## src/rtl/instruction_memory_loader_if.sv

```systemverilog
// Byte-stream input, instruction-memory write port and load status of the loader.
// The host or debug byte source drives the master side. The loader takes the slave side.
interface instruction_memory_loader_if #(
  parameter int ADDRESS_WIDTH = 10
);
  logic                     start;
  logic [7:0]               byte_data;
  logic                     byte_valid;
  logic                     byte_ready;
  logic                     memory_write_enable;
  logic [ADDRESS_WIDTH-1:0] memory_address;
  logic [31:0]              memory_data_in;
  logic                     core_hold;
  logic                     load_done;
  logic                     load_error;
  logic [ADDRESS_WIDTH:0]   words_written;

  modport master (
    output start, byte_data, byte_valid,
    input  byte_ready, memory_write_enable, memory_address, memory_data_in,
           core_hold, load_done, load_error, words_written
  );

  modport slave (
    input  start, byte_data, byte_valid,
    output byte_ready, memory_write_enable, memory_address, memory_data_in,
           core_hold, load_done, load_error, words_written
  );
endinterface

```

## src/rtl/instruction_memory_loader.sv

```systemverilog
// Instruction memory loader.
// The loader receives a program image as a byte stream. The stream starts with a
// 16-bit little-endian word count N, followed by N little-endian 32-bit words.
// Each word goes into instruction memory through a one-cycle write strobe.
// The core stays held until a complete, well-formed image has been written.
module instruction_memory_loader #(
  parameter int ADDRESS_WIDTH  = 10,
  parameter int TIMEOUT_CYCLES = 0
) (
  input logic                        system_clock,
  input logic                        reset,
  instruction_memory_loader_if.slave loader_io
);

  // The timer only has to count up to TIMEOUT_CYCLES-1. Reaching the limit is detected one step early.
  localparam int TIMER_WIDTH = (TIMEOUT_CYCLES > 1) ? $clog2(TIMEOUT_CYCLES) : 1;
  localparam logic [TIMER_WIDTH-1:0] TIMER_LAST =
    (TIMEOUT_CYCLES > 0) ? TIMER_WIDTH'(TIMEOUT_CYCLES - 1) : '0;
  localparam logic [16:0] CAPACITY = 17'(2 ** ADDRESS_WIDTH);

  typedef enum logic [2:0] {
    IDLE, HEADER_LO, HEADER_HI, PAYLOAD, FLUSH, DONE, ERROR
  } state_t;

  state_t                   state_q;
  logic                     byteReady_q;
  logic                     writeEnable_q;
  logic [ADDRESS_WIDTH-1:0] address_q;
  logic [31:0]              dataIn_q;
  logic                     coreHold_q;
  logic                     loadDone_q;
  logic                     loadError_q;
  logic [ADDRESS_WIDTH:0]   wordsWritten_q;
  logic [7:0]               headerLo_q;
  logic [15:0]              wordCount_q;
  logic [23:0]              assembly_q;
  logic [1:0]               byteCount_q;
  logic [TIMER_WIDTH-1:0]   timer_q;

  logic        byteAccepted;
  logic [15:0] headerWord;
  logic        lastWord;
  logic        timeoutHit;

  // byteReady_q is high exactly in the three receiving states, so it also marks "loading".
  // wordsWritten_q doubles as the word index: both clear on start and advance with each strobe.
  assign byteAccepted = loader_io.byte_valid && byteReady_q;
  assign headerWord   = {loader_io.byte_data, headerLo_q};
  assign lastWord     = (17'(wordsWritten_q) + 17'd1) == {1'b0, wordCount_q};
  assign timeoutHit   = (TIMEOUT_CYCLES > 0) && !byteAccepted && (timer_q == TIMER_LAST);

  // Load sequencer: header decode, word assembly, write strobes, timeout and status outputs.
  always_ff @(posedge system_clock) begin
    if (reset) begin
      state_q        <= IDLE;
      byteReady_q    <= 1'b0;
      writeEnable_q  <= 1'b0;
      address_q      <= '0;
      dataIn_q       <= '0;
      coreHold_q     <= 1'b1;
      loadDone_q     <= 1'b0;
      loadError_q    <= 1'b0;
      wordsWritten_q <= '0;
      headerLo_q     <= '0;
      wordCount_q    <= '0;
      assembly_q     <= '0;
      byteCount_q    <= '0;
      timer_q        <= '0;
    end else begin
      writeEnable_q <= 1'b0;
      case (state_q)
        IDLE, DONE, ERROR: begin
          if (loader_io.start) begin
            state_q        <= HEADER_LO;
            byteReady_q    <= 1'b1;
            coreHold_q     <= 1'b1;
            loadDone_q     <= 1'b0;
            loadError_q    <= 1'b0;
            wordsWritten_q <= '0;
            assembly_q     <= '0;
            byteCount_q    <= '0;
            timer_q        <= '0;
          end
        end
        HEADER_LO: begin
          if (byteAccepted) begin
            headerLo_q <= loader_io.byte_data;
            state_q    <= HEADER_HI;
          end
        end
        HEADER_HI: begin
          if (byteAccepted) begin
            wordCount_q <= headerWord;
            if (headerWord == 16'd0) begin
              state_q     <= DONE;
              byteReady_q <= 1'b0;
              coreHold_q  <= 1'b0;
              loadDone_q  <= 1'b1;
            end else if (17'(headerWord) > CAPACITY) begin
              state_q     <= ERROR;
              byteReady_q <= 1'b0;
              loadError_q <= 1'b1;
            end else begin
              state_q <= PAYLOAD;
            end
          end
        end
        PAYLOAD: begin
          if (byteAccepted) begin
            byteCount_q <= byteCount_q + 2'd1;
            case (byteCount_q)
              2'd0: assembly_q[7:0]   <= loader_io.byte_data;
              2'd1: assembly_q[15:8]  <= loader_io.byte_data;
              2'd2: assembly_q[23:16] <= loader_io.byte_data;
              default: begin
                writeEnable_q  <= 1'b1;
                address_q      <= wordsWritten_q[ADDRESS_WIDTH-1:0];
                dataIn_q       <= {loader_io.byte_data, assembly_q};
                wordsWritten_q <= wordsWritten_q + (ADDRESS_WIDTH + 1)'(1);
                if (lastWord) begin
                  state_q     <= FLUSH;
                  byteReady_q <= 1'b0;
                end
              end
            endcase
          end
        end
        FLUSH: begin
          state_q    <= DONE;
          coreHold_q <= 1'b0;
          loadDone_q <= 1'b1;
        end
        default: state_q <= IDLE;
      endcase

      if (byteReady_q) begin
        if (byteAccepted) begin
          timer_q <= '0;
        end else if (timeoutHit) begin
          state_q     <= ERROR;
          byteReady_q <= 1'b0;
          loadError_q <= 1'b1;
        end else begin
          timer_q <= timer_q + TIMER_WIDTH'(1);
        end
      end
    end
  end

  assign loader_io.byte_ready          = byteReady_q;
  assign loader_io.memory_write_enable = writeEnable_q;
  assign loader_io.memory_address      = address_q;
  assign loader_io.memory_data_in      = dataIn_q;
  assign loader_io.core_hold           = coreHold_q;
  assign loader_io.load_done           = loadDone_q;
  assign loader_io.load_error          = loadError_q;
  assign loader_io.words_written       = wordsWritten_q;

endmodule
```

## src/flat_wrapper.sv

```systemverilog
// flat-port wrapper written by rule: the top's interface ports become plain ports
module instruction_memory_loader_flat 
#(
  parameter int ADDRESS_WIDTH  = 10,
  parameter int TIMEOUT_CYCLES = 0
)
  (system_clock, reset, loader_io_start, loader_io_byte_data, loader_io_byte_valid, loader_io_byte_ready, loader_io_memory_write_enable, loader_io_memory_address, loader_io_memory_data_in, loader_io_core_hold, loader_io_load_done, loader_io_load_error, loader_io_words_written);
  instruction_memory_loader_if #(.ADDRESS_WIDTH(ADDRESS_WIDTH)) loader_io_i ();
  input logic system_clock;
  input logic reset;
  input wire logic [$bits(loader_io_i.start)-1:0] loader_io_start;
  input wire logic [$bits(loader_io_i.byte_data)-1:0] loader_io_byte_data;
  input wire logic [$bits(loader_io_i.byte_valid)-1:0] loader_io_byte_valid;
  output wire logic [$bits(loader_io_i.byte_ready)-1:0] loader_io_byte_ready;
  output wire logic [$bits(loader_io_i.memory_write_enable)-1:0] loader_io_memory_write_enable;
  output wire logic [$bits(loader_io_i.memory_address)-1:0] loader_io_memory_address;
  output wire logic [$bits(loader_io_i.memory_data_in)-1:0] loader_io_memory_data_in;
  output wire logic [$bits(loader_io_i.core_hold)-1:0] loader_io_core_hold;
  output wire logic [$bits(loader_io_i.load_done)-1:0] loader_io_load_done;
  output wire logic [$bits(loader_io_i.load_error)-1:0] loader_io_load_error;
  output wire logic [$bits(loader_io_i.words_written)-1:0] loader_io_words_written;
  assign loader_io_i.start = loader_io_start;
  assign loader_io_i.byte_data = loader_io_byte_data;
  assign loader_io_i.byte_valid = loader_io_byte_valid;
  assign loader_io_byte_ready = loader_io_i.byte_ready;
  assign loader_io_memory_write_enable = loader_io_i.memory_write_enable;
  assign loader_io_memory_address = loader_io_i.memory_address;
  assign loader_io_memory_data_in = loader_io_i.memory_data_in;
  assign loader_io_core_hold = loader_io_i.core_hold;
  assign loader_io_load_done = loader_io_i.load_done;
  assign loader_io_load_error = loader_io_i.load_error;
  assign loader_io_words_written = loader_io_i.words_written;
  instruction_memory_loader #(.ADDRESS_WIDTH(ADDRESS_WIDTH), .TIMEOUT_CYCLES(TIMEOUT_CYCLES)) u_core (.system_clock(system_clock), .reset(reset), .loader_io(loader_io_i));
endmodule
```

## config.mk

```make
export PLATFORM = sky130hd
export DESIGN_NAME = instruction_memory_loader_flat
export DESIGN_NICKNAME = d
export VERILOG_FILES = /design/src/rtl/instruction_memory_loader_if.sv /design/src/rtl/instruction_memory_loader.sv /design/src/flat_wrapper.sv
export SDC_FILE = /design/constraint.sdc
export NUM_CORES = 1
export LEC_CHECK = 0
export ABC_AREA = 1
export ABC_CLOCK_PERIOD_IN_PS = 2000
export CAP_MARGIN = 30
export CORE_MARGIN = 2
export CORE_UTILIZATION = 45
export CTS_CLUSTER_DIAMETER = 150
export DETAILED_ROUTE_END_ITERATION = 10
export HOLD_SLACK_MARGIN = 0.08
export PLACE_DENSITY = 0.71
export SLEW_MARGIN = 15
export SYNTH_ARGS = -nofsm -noshare
export SYNTH_HDL_FRONTEND = slang
export SYNTH_SLANG_ARGS = --single-unit
export TNS_END_PERCENT = 20
```

## constraint.sdc

```tcl
create_clock -name system_clock -period 2 [get_ports system_clock]
set_input_delay 0.2 -clock system_clock [delete_from_list [all_inputs] [get_ports system_clock]]
set_output_delay 0.2 -clock system_clock [all_outputs]
set_load 0.03 [all_outputs]
```

# Word level (Yosys, flattened, before mapping)
# Cells that the tools add are included.
# totals
reg_bits,111
input_bits,12
output_inout_bits,58
word_cells,109
# classes
addsub,3
magnitude_cmp,1
n_eq_ne,22
n_mux,42
bitwise,3
reduce_logical,23
# ops
operator,n
$mux W24,2
$pmux W24 S2,1
$mux W11,3
$mux W3,8
$mux W8,3
$pmux W11 S2,1
$reduce_and A4 Y1,5
$ne A2 B1 Y1 const B,9
$eq A17 B16 Y1,1
$gt A16 B11 Y1 const B,1
$logic_not A16 Y1,1
$mux W1,16
$pmux W3 S5,1
$add A11 B1 Y12 const B,1
$add A11 B1 Y11 const B,1
$eq A3 B3 Y1 const B,3
$pmux W1 S3,3
$reduce_or A3 Y1,3
$reduce_and A7 Y1,1
$eq A3 B2 Y1 const B,2
$ne A2 B2 Y1 const B,3
$reduce_and A3 Y1,2
$reduce_and A6 Y1,1
$reduce_bool A3 Y1,2
other kinds (15),20

# Depth between registers and ports, before layout
# Gate-level depths: netlist of run 1.
# depth
word_depth,6
mapped_depth,16
depth_no_buf,16

# Worst setup path before layout of run 1
# Ideal clock, no wire load.
# synth_timing
kind,register -> register
from,register u_core.wordsWritten_q[0] (netlist: u_core.loader_io.words_written[0])
to,register u_core.state_q[0]
setup_time_ns,0.113
t_arrival_ns,1.860
required_time_ns,1.887
path_slack_ns,0.027
stages_incl_launch_ff,15
path_buffers,0
period_less_slack_ns,1.973
cell_sequence,dfxtp_1 ha_1 nand3_1 nor2_1 nand3b_1 nand2_1 nand2_1 nand2_1 nand2_1 nor2_1 nand2_1 nand2_2 nand2_1 o21ai_1 inv_1
# synth_via
elab_chain_len,4
# synth_lines
element,line_no,text
from (decl),instruction_memory_loader.sv:33,logic [ADDRESS_WIDTH:0] wordsWritten_q;
from (signal assigned),instruction_memory_loader.sv:119,wordsWritten_q <= wordsWritten_q + (ADDRESS_WIDTH + 1)'(1);
$add A11 B1 Y12,instruction_memory_loader.sv:49,"assign lastWord = (17'(wordsWritten_q) + 17'd1) == {1'b0, wordCount_q};"
$eq A17 B16 Y1,instruction_memory_loader.sv:49,
$ne A2 B1 Y1 (no source line),n/a,
$reduce_and A6 Y1 (no source line),n/a,
to (signal assigned),instruction_memory_loader.sv:55,state_q <= IDLE;
to (signal assigned),instruction_memory_loader.sv:74,state_q <= HEADER_LO;
to (signal assigned),instruction_memory_loader.sv:88,state_q <= HEADER_HI;
to (decl),instruction_memory_loader.sv:25,state_t state_q;
# Every way passes these cells.
# A chain may end at the register's enable or synchronous reset.

# Worst setup path after layout of run 1
# Ends and elaborated chain as after synthesis.

==> results of run 1 <==
## layer usage
metal	routed length, µm	part of all wire (%)
met1	5364	44
met2	5982	49
met3	654	5.3
met4	244	2.0
met5	0	0
## synthesized netlist by cell type (2+ instances only)
| master | n |
|---|---|
| nand4_1 | 3 |
| nor2_2 | 5 |
| nand2_2 | 4 |
| a32oi_1 | 3 |
| inv_4 | 5 |
| nand3_1 | 22 |
| a21oi_1 | 63 |
| nand2_1 | 99 |
| o211ai_1 | 2 |
| o21ai_1 | 8 |
| nor2_4 | 2 |
| a22oi_1 | 3 |
| nor3_1 | 3 |
| buf_2 | 11 |
| buf_6 | 3 |
| inv_2 | 5 |
| o21ai_0 | 75 |
| o21ai_2 | 6 |
| buf_1 | 2 |
| inv_1 | 51 |
| nor2_1 | 119 |
| clkbuf_1 | 14 |
| ha_1 | 5 |
| dfxtp_1 | 111 |
| nand3b_1 | 6 |
| a211oi_1 | 7 |
## stage by stage
stage	utilization [%]	hold slack (ns)
finish	58.04	0.4563
global route	58.04	0.4743
CTS	56.84	0.4657
detailed placement	54.80	0.4502
global placement	54.80	0.4353
floorplan	-	0.3349
## state kept, by name, summed over array words and instances, names as in the netlist
signal	cells
u_core.assembly_q	24
u_core.byteCount_q	2
u_core.headerLo_q	8
u_core.loader_io.byte_ready	1
u_core.loader_io.core_hold	1
u_core.loader_io.load_done	1
u_core.loader_io.load_error	1
u_core.loader_io.memory_address	10
u_core.loader_io.memory_data_in	32
u_core.loader_io.memory_write_enable	1
u_core.loader_io.words_written	11
u_core.state_q	3
u_core.wordCount_q	16
## cell families after synthesis
group / share of synthesized area, %
adder cells (fa/ha/maj): 1.735
XOR/XNOR: 0.3681
AO/OA/AOI/OAI: 19.51
buffers and inverters: 8.202
AND/OR/NAND/NOR: 23.50
flip-flops: 46.69
## layout make-up
class / count / area (µm²) / area share [%]
well taps: 136 / 170.2 / 2.853
flip-flops and latches: 111 / 2228 / 37.36
inverters: 61 / 241.5 / 4.049
clock buffers: 9 / 123.9 / 2.077
multi-input cells: 444 / 2200 / 36.88
repair buffers: 94 / 914.6 / 15.33
clock inverters: 7 / 86.33 / 1.447
## critical path: cells and delay by family, from the launching register on
kind,cells,cell delay [ns]
AO/OA/AOI/OAI,1,0.13
buffers and inverters,3,0.34
flip-flops,1,0.36
AND/OR/NAND/NOR,10,0.97
## timing repair
action,4_1_cts,5_1_grt
setup buffers,0,7
endpoints found under the setup margin,0,6
gates resized for setup,0,24
hold endpoints to repair,0,0
## worst paths after layout
check	slack (ns)	startpoint	to	depth (start not counted)
worst min-delay path	0.46	u_core.loader_io.load_error	u_core.loader_io.load_error	2
worst max-delay path	0.12	u_core.loader_io.words_written[0]	u_core.state_q[0]	14
worst min register to register	0.46	u_core.loader_io.load_error	u_core.loader_io.load_error	2
worst max register to register	0.12	u_core.loader_io.words_written[0]	u_core.state_q[0]	14
## power by group through the flow
stage	Sequential (W)	Clock, W	Combinational (W)
after floorplan	0.00276	0	0.00112
after global placement	0.00272	0	0.00144
after detailed placement	0.00273	0	0.00147
after CTS	0.00269	0.00139	0.00148
after global routing	0.00273	0.00147	0.00168
final	0.00269	0.00137	0.00149
## cells in the final DEF (no fill, tap or decap), types with 4 or more instances in the layout
cell,instances
nor2_1,115
dfxtp_1,106
nand2_1,94
o21ai_0,75
clkdlybuf4s50_1,69
a21oi_1,63
inv_1,49
buf_4,20
nand3_1,18
clkbuf_8,9
nor2_2,8
nand2_2,8
o21ai_1,8
a211oi_1,7
inv_2,6
o21ai_2,6
nand3b_1,6
inv_4,5
ha_1,5
dfxtp_2,5
nand3_2,4
==> flow_metrics.env, run 1 <==
export IMPL_status="completed"
export IMPL_clkSinkCount=111
export IMPL_p_per_area_nw_per_um2=929.4
export IMPL_critPathMaxStageDelay_ns=0.36
export IMPL_tns_ns=0
export IMPL_yosys_warnings=0
export IMPL_cts_buffers_inserted=9
export IMPL_place_area_um2=5632
export IMPL_period_share_pct=94.22
export IMPL_maxSlewHeadroom_pct=63.66
export IMPL_stdcell_count=862
export IMPL_path_common_cell="nand2_1"
export IMPL_nNetsFinal=739
export IMPL_p_int_w=0.003530
export IMPL_antenna_found_initial=0
export IMPL_nFillCells=990
export IMPL_grtUsageMet1_pct=28.02
export IMPL_ys_seq_area_share_pct=46.69
export IMPL_gp_congestion=0.8624
export IMPL_die_area_um2=11420
export IMPL_clk_pin_slew_ns=0.12
export IMPL_layout_setup_ws_ns=0.1156
export IMPL_drv_cap=0
export IMPL_area_growth_pct=25.32
export IMPL_rows=37
export IMPL_cp_slowest_cell="dfxtp_2"
export IMPL_crit_path_end_kind="register"
export IMPL_die_w_um=106.8
export IMPL_routed_wl_mm=12.25
export IMPL_ios=70
export IMPL_dieHeight_um=106.8
export IMPL_power_w=0.005544
export IMPL_placeableCoreArea_um2=10280
export IMPL_path_class="register to register"
export IMPL_max_freq_ghz=0.5307
export IMPL_gr_usage_met2_pct=36.94
export IMPL_portBuffers=69
export IMPL_postSynthAreaPerCell_um2=7.368
export IMPL_place_inst=839
export IMPL_clkPwrFrac_pct=24.6
export IMPL_n_antenna_cell=0
export IMPL_ys_seq_elements=111
export IMPL_ys_types=35
export IMPL_final_area_um2=5964
export IMPL_hold_buffers=0
export IMPL_ctsLongestPathBuffers=2
export IMPL_drive_gt1_share_pct=12.53
export IMPL_syn_area_um2=4760
export IMPL_power_switching_w=0.002014
export IMPL_synth_top_area_share_pct=46.69
export IMPL_detail_route_antenna_nets=0
export IMPL_vias=4479
export IMPL_cts_tree="yes"
export IMPL_drtPass1Iterations=5
export IMPL_crit_fanout=8
export IMPL_ys_async_sr_fraction_pct=0
export IMPL_grt_usage_pct=21.65
export IMPL_p_seq_share_pct=48.5
export IMPL_top_usage_layer="met2"
export IMPL_overflow=0
export IMPL_htreeDepth=3
export IMPL_synthTopCellsByArea="dfxtp_1, nor2_1, o21ai_0, nand2_1, a21oi_1"
export IMPL_fin_crit_ns=1.884
export IMPL_swShare_pct=36.32
export IMPL_slew_violations=0
export IMPL_finalSetupViolCount=0
export IMPL_dpl_worst_slack_ns=0.03999
export IMPL_synth_main_ff_cell="dfxtp_1"
export IMPL_cp_start_kind="register"
export IMPL_start_util_pct=46.31
export IMPL_drt_initial_drc_count=273
export IMPL_drc=0
export IMPL_min_path_type="register to register"
export IMPL_syn_instance_count=646
export IMPL_tightest_slew_ns=0.5443
export IMPL_syn_num_nets=664
export IMPL_crit_path_cell_trace="buf_6, nand2_4, nor2_4, buf_6, nand3_2, nand2_1, nand2_1, nand3b_1, nor2_2, nand2_1, nand2_2, nand2_2, o21ai_1, inv_1"
export IMPL_arrival_ns=2.16
export IMPL_leakage_nw=2.478
export IMPL_clockRootBuffer="clkbuf_8"
export IMPL_final_hold_viol_count=0
export IMPL_grt_use_met3_pct=3.040
export IMPL_required_ns=2.28
export IMPL_drt_vias_per_instance=5.196
export IMPL_rsz0062_at_grt="true"
export IMPL_grt_max_degree=60
export IMPL_insertion_delay_ns=0.37
export IMPL_hpwl_mm=8.829
export IMPL_peakVddDrop_mv=0.4899
export IMPL_avgRoutedWirePerCell_um=14.21
export IMPL_power_frac_comb_pct=26.9
export IMPL_synth_edf_count=0
export IMPL_clock_skew_ns=0.01340
export IMPL_grt_pass1_wl_mm=19.88
export IMPL_synth_top_area_cell="dfxtp_1"
export IMPL_grt_pass1_vias=4163
Power figures use the tool's default switching activity.
==> run 2: changes to the inputs <==
--- a/config.mk
+++ b/config.mk
@@ -14,7 +14,7 @@
 export DETAILED_ROUTE_END_ITERATION = 10
 export HOLD_SLACK_MARGIN = 0.08
 export PLACE_DENSITY = 0.71
-export SLEW_MARGIN = 15
+export SLEW_MARGIN = 10
 export SYNTH_ARGS = -nofsm -noshare
 export SYNTH_HDL_FRONTEND = slang
 export SYNTH_SLANG_ARGS = --single-unit
==> results of run 2 <==
No change in the layout: final DEF, timing and power equal those of run 1.
==> run 3: changes to the inputs <==
--- a/config.mk
+++ b/config.mk
@@ -8,7 +8,6 @@
 export ABC_AREA = 1
 export ABC_CLOCK_PERIOD_IN_PS = 2000
 export CAP_MARGIN = 30
-export CORE_MARGIN = 2
 export CORE_UTILIZATION = 45
 export CTS_CLUSTER_DIAMETER = 150
 export DETAILED_ROUTE_END_ITERATION = 10
@@ -18,4 +17,4 @@
 export SYNTH_ARGS = -nofsm -noshare
 export SYNTH_HDL_FRONTEND = slang
 export SYNTH_SLANG_ARGS = --single-unit
-export TNS_END_PERCENT = 20
+export TNS_END_PERCENT = 50
==> flow_metrics.env, run 3 (synthesis gave the netlist of run 1 again) <==
export IMPL_reg2reg_slack_ns=0.14
export IMPL_cp_start_kind="register"
export IMPL_crit_family="flip-flops"
export IMPL_rows=37
export IMPL_hpwl_mm=8.557
export IMPL_n_antenna_cell=0
export IMPL_portBuffers=69
export IMPL_dieHeight_um=104.8
export IMPL_p_int_w=0.003649
export IMPL_placeableCoreArea_um2=10280
export IMPL_place_area_um2=5604
export IMPL_drt_initial_drc_count=257
export IMPL_grt_usage_pct=22.45
export IMPL_finalSetupViolCount=0
export IMPL_cp_buffers_inverters=0
export IMPL_htreeDepth=3
export IMPL_r2r_end="u_core.loader_io.byte_ready"
export IMPL_max_freq_ghz=0.5368
export IMPL_r2r_start="u_core.state_q[2]"
export IMPL_drt_vias_per_instance=5.112
export IMPL_start_util_pct=46.31
export IMPL_final_hold_viol_count=0
export IMPL_largest_register_ffs=32
export IMPL_clkSinkCount=111
export IMPL_critPathMaxStageDelay_ns=0.55
export IMPL_status="completed"
export IMPL_area_growth_pct=23.92
export IMPL_grt_pass1_vias=4198
export IMPL_min_path_type="register to register"
export IMPL_die_w_um=104.8
export IMPL_maxSlewHeadroom_pct=68.39
export IMPL_dpl_worst_slack_ns=0.08087
export IMPL_drive_gt1_share_pct=11.27
export IMPL_nNetsFinal=732
export IMPL_slew_violations=0
export IMPL_crit_path_end_kind="register"
export IMPL_drc=0
export IMPL_power_frac_comb_pct=26.5
export IMPL_p_seq_share_pct=47.6
export IMPL_antenna_found_initial=0
export IMPL_avgRoutedWirePerCell_um=13.94
export IMPL_r2r_cells=6
export IMPL_tns_ns=0
export IMPL_swShare_pct=35.48
export IMPL_power_w=0.005655
export IMPL_ios=70
export IMPL_crit_path_start="u_core.state_q[2]"
export IMPL_power_switching_w=0.002007
export IMPL_detail_route_antenna_nets=0
export IMPL_p_per_area_nw_per_um2=958.8
export IMPL_ctsLongestPathBuffers=2
export IMPL_rsz0062_at_grt="false"
export IMPL_cp_slowest_cell="dfxtp_1"
export IMPL_grt_pass1_wl_mm=19.75
export IMPL_crit_end="u_core.loader_io.byte_ready"
export IMPL_clockRootBuffer="clkbuf_8"
export IMPL_arrival_ns=2.13
export IMPL_drtPass1Iterations=5
export IMPL_crit_path_cell_trace="fa_1, or2_2, a21oi_1, nand2_1, nand2_1, a21oi_1"
export IMPL_hold_start="u_core.wordCount_q[14]"
export IMPL_crit_fanout=8
export IMPL_cts_tree="yes"
export IMPL_required_ns=2.26
export IMPL_hold_buffers=0
export IMPL_clkPwrFrac_pct=25.9
export IMPL_nFillCells=968
export IMPL_final_area_um2=5898
export IMPL_die_area_um2=10990
export IMPL_clock_skew_ns=0.01566
export IMPL_layout_setup_ws_ns=0.1370
export IMPL_routed_wl_mm=11.92
export IMPL_leakage_nw=2.427
export IMPL_gp_congestion=0.9552
export IMPL_cts_buffers_inserted=9
export IMPL_overflow=0
export IMPL_path_class="register to register"
export IMPL_grt_max_degree=54
export IMPL_final_common_cell="nor2_1"
export IMPL_cp_depth=6
export IMPL_drv_cap=0
export IMPL_clk_pin_slew_ns=0.11
export IMPL_vias=4371
export IMPL_peakVddDrop_mv=0.4084
export IMPL_final_cell_mix="nor2_1, dfxtp_1, nand2_1"
export IMPL_fin_crit_ns=1.863
export IMPL_insertion_delay_ns=0.38
export IMPL_period_share_pct=93.15
export IMPL_tightest_slew_ns=0.4731
==> run 3: stage by stage <==
step           cells  hold slack (ns)  utilization, %
2_1_floorplan    646           0.3349               -
3_3_place_gp     837           0.4353           54.53
3_5_place_dp     837           0.4446           54.53
4_1_cts          853           0.4612           56.68
5_1_grt          855           0.5008           57.39
6_report         855           0.4573           57.39
==> run 3: how the worst min path moves through the flow <==
stage	to	slack (ns)	cells after the start
finish	u_core.wordCount_q[14]	0.46	2
floorplan	u_core.headerLo_q[4]	0.33	2
global route	u_core.loader_io.memory_data_in[28]	0.50	2
CTS	u_core.wordCount_q[14]	0.46	2
detailed placement	u_core.loader_io.load_error	0.44	2
global placement	u_core.loader_io.load_error	0.44	2
==> run 3: power groups by stage <==
stage | Combinational (W) | Clock, W | Sequential (W)
after floorplan | 0.00112 | 0 | 0.00276
after global placement | 0.00143 | 0 | 0.00272
after detailed placement | 0.00147 | 0 | 0.00273
after CTS | 0.00149 | 0.00150 | 0.00269
after global routing | 0.00170 | 0.00159 | 0.00273
final | 0.00150 | 0.00146 | 0.00269
==> run 3: worst reg2reg max path, delay by kind of cell, from the launching register on <==
| kind | cells | cell delay (ns) |
|---|---|---|
| AND/OR/NAND/NOR | 3 | 0.44 |
| adder cells (fa/ha/maj) | 1 | 0.48 |
| flip-flops | 1 | 0.55 |
| AO/OA/AOI/OAI | 2 | 0.28 |
==> run 3: routing by layer <==
layer  vias up  wire (µm)  GRT usage (%)  part of all wire [%]
li1       2237          -              -                     -
met1      1980       5312          28.43                    45
met2       134       5749          38.36                    48
met3        20        625          3.182                   5.2
met4         0        229          9.054                   1.9
met5         -          0              0                     0
==> run 3: repair_timing <==
item	4_1_cts	5_1_grt
setup endpoints to repair	0	5
setup buffers	0	1
gates resized for setup	0	21
==> run 3: area by class of cell <==
cell class / count / area, µm² / area share, %
clock buffer: 9 / 123.9 / 2.100
clock inverter: 7 / 97.59 / 1.655
inverter: 61 / 246.5 / 4.179
multi-input combinational: 445 / 2197 / 37.25
sequential: 111 / 2228 / 37.78
tap: 136 / 170.2 / 2.885
timing repair buffer: 86 / 834.6 / 14.15
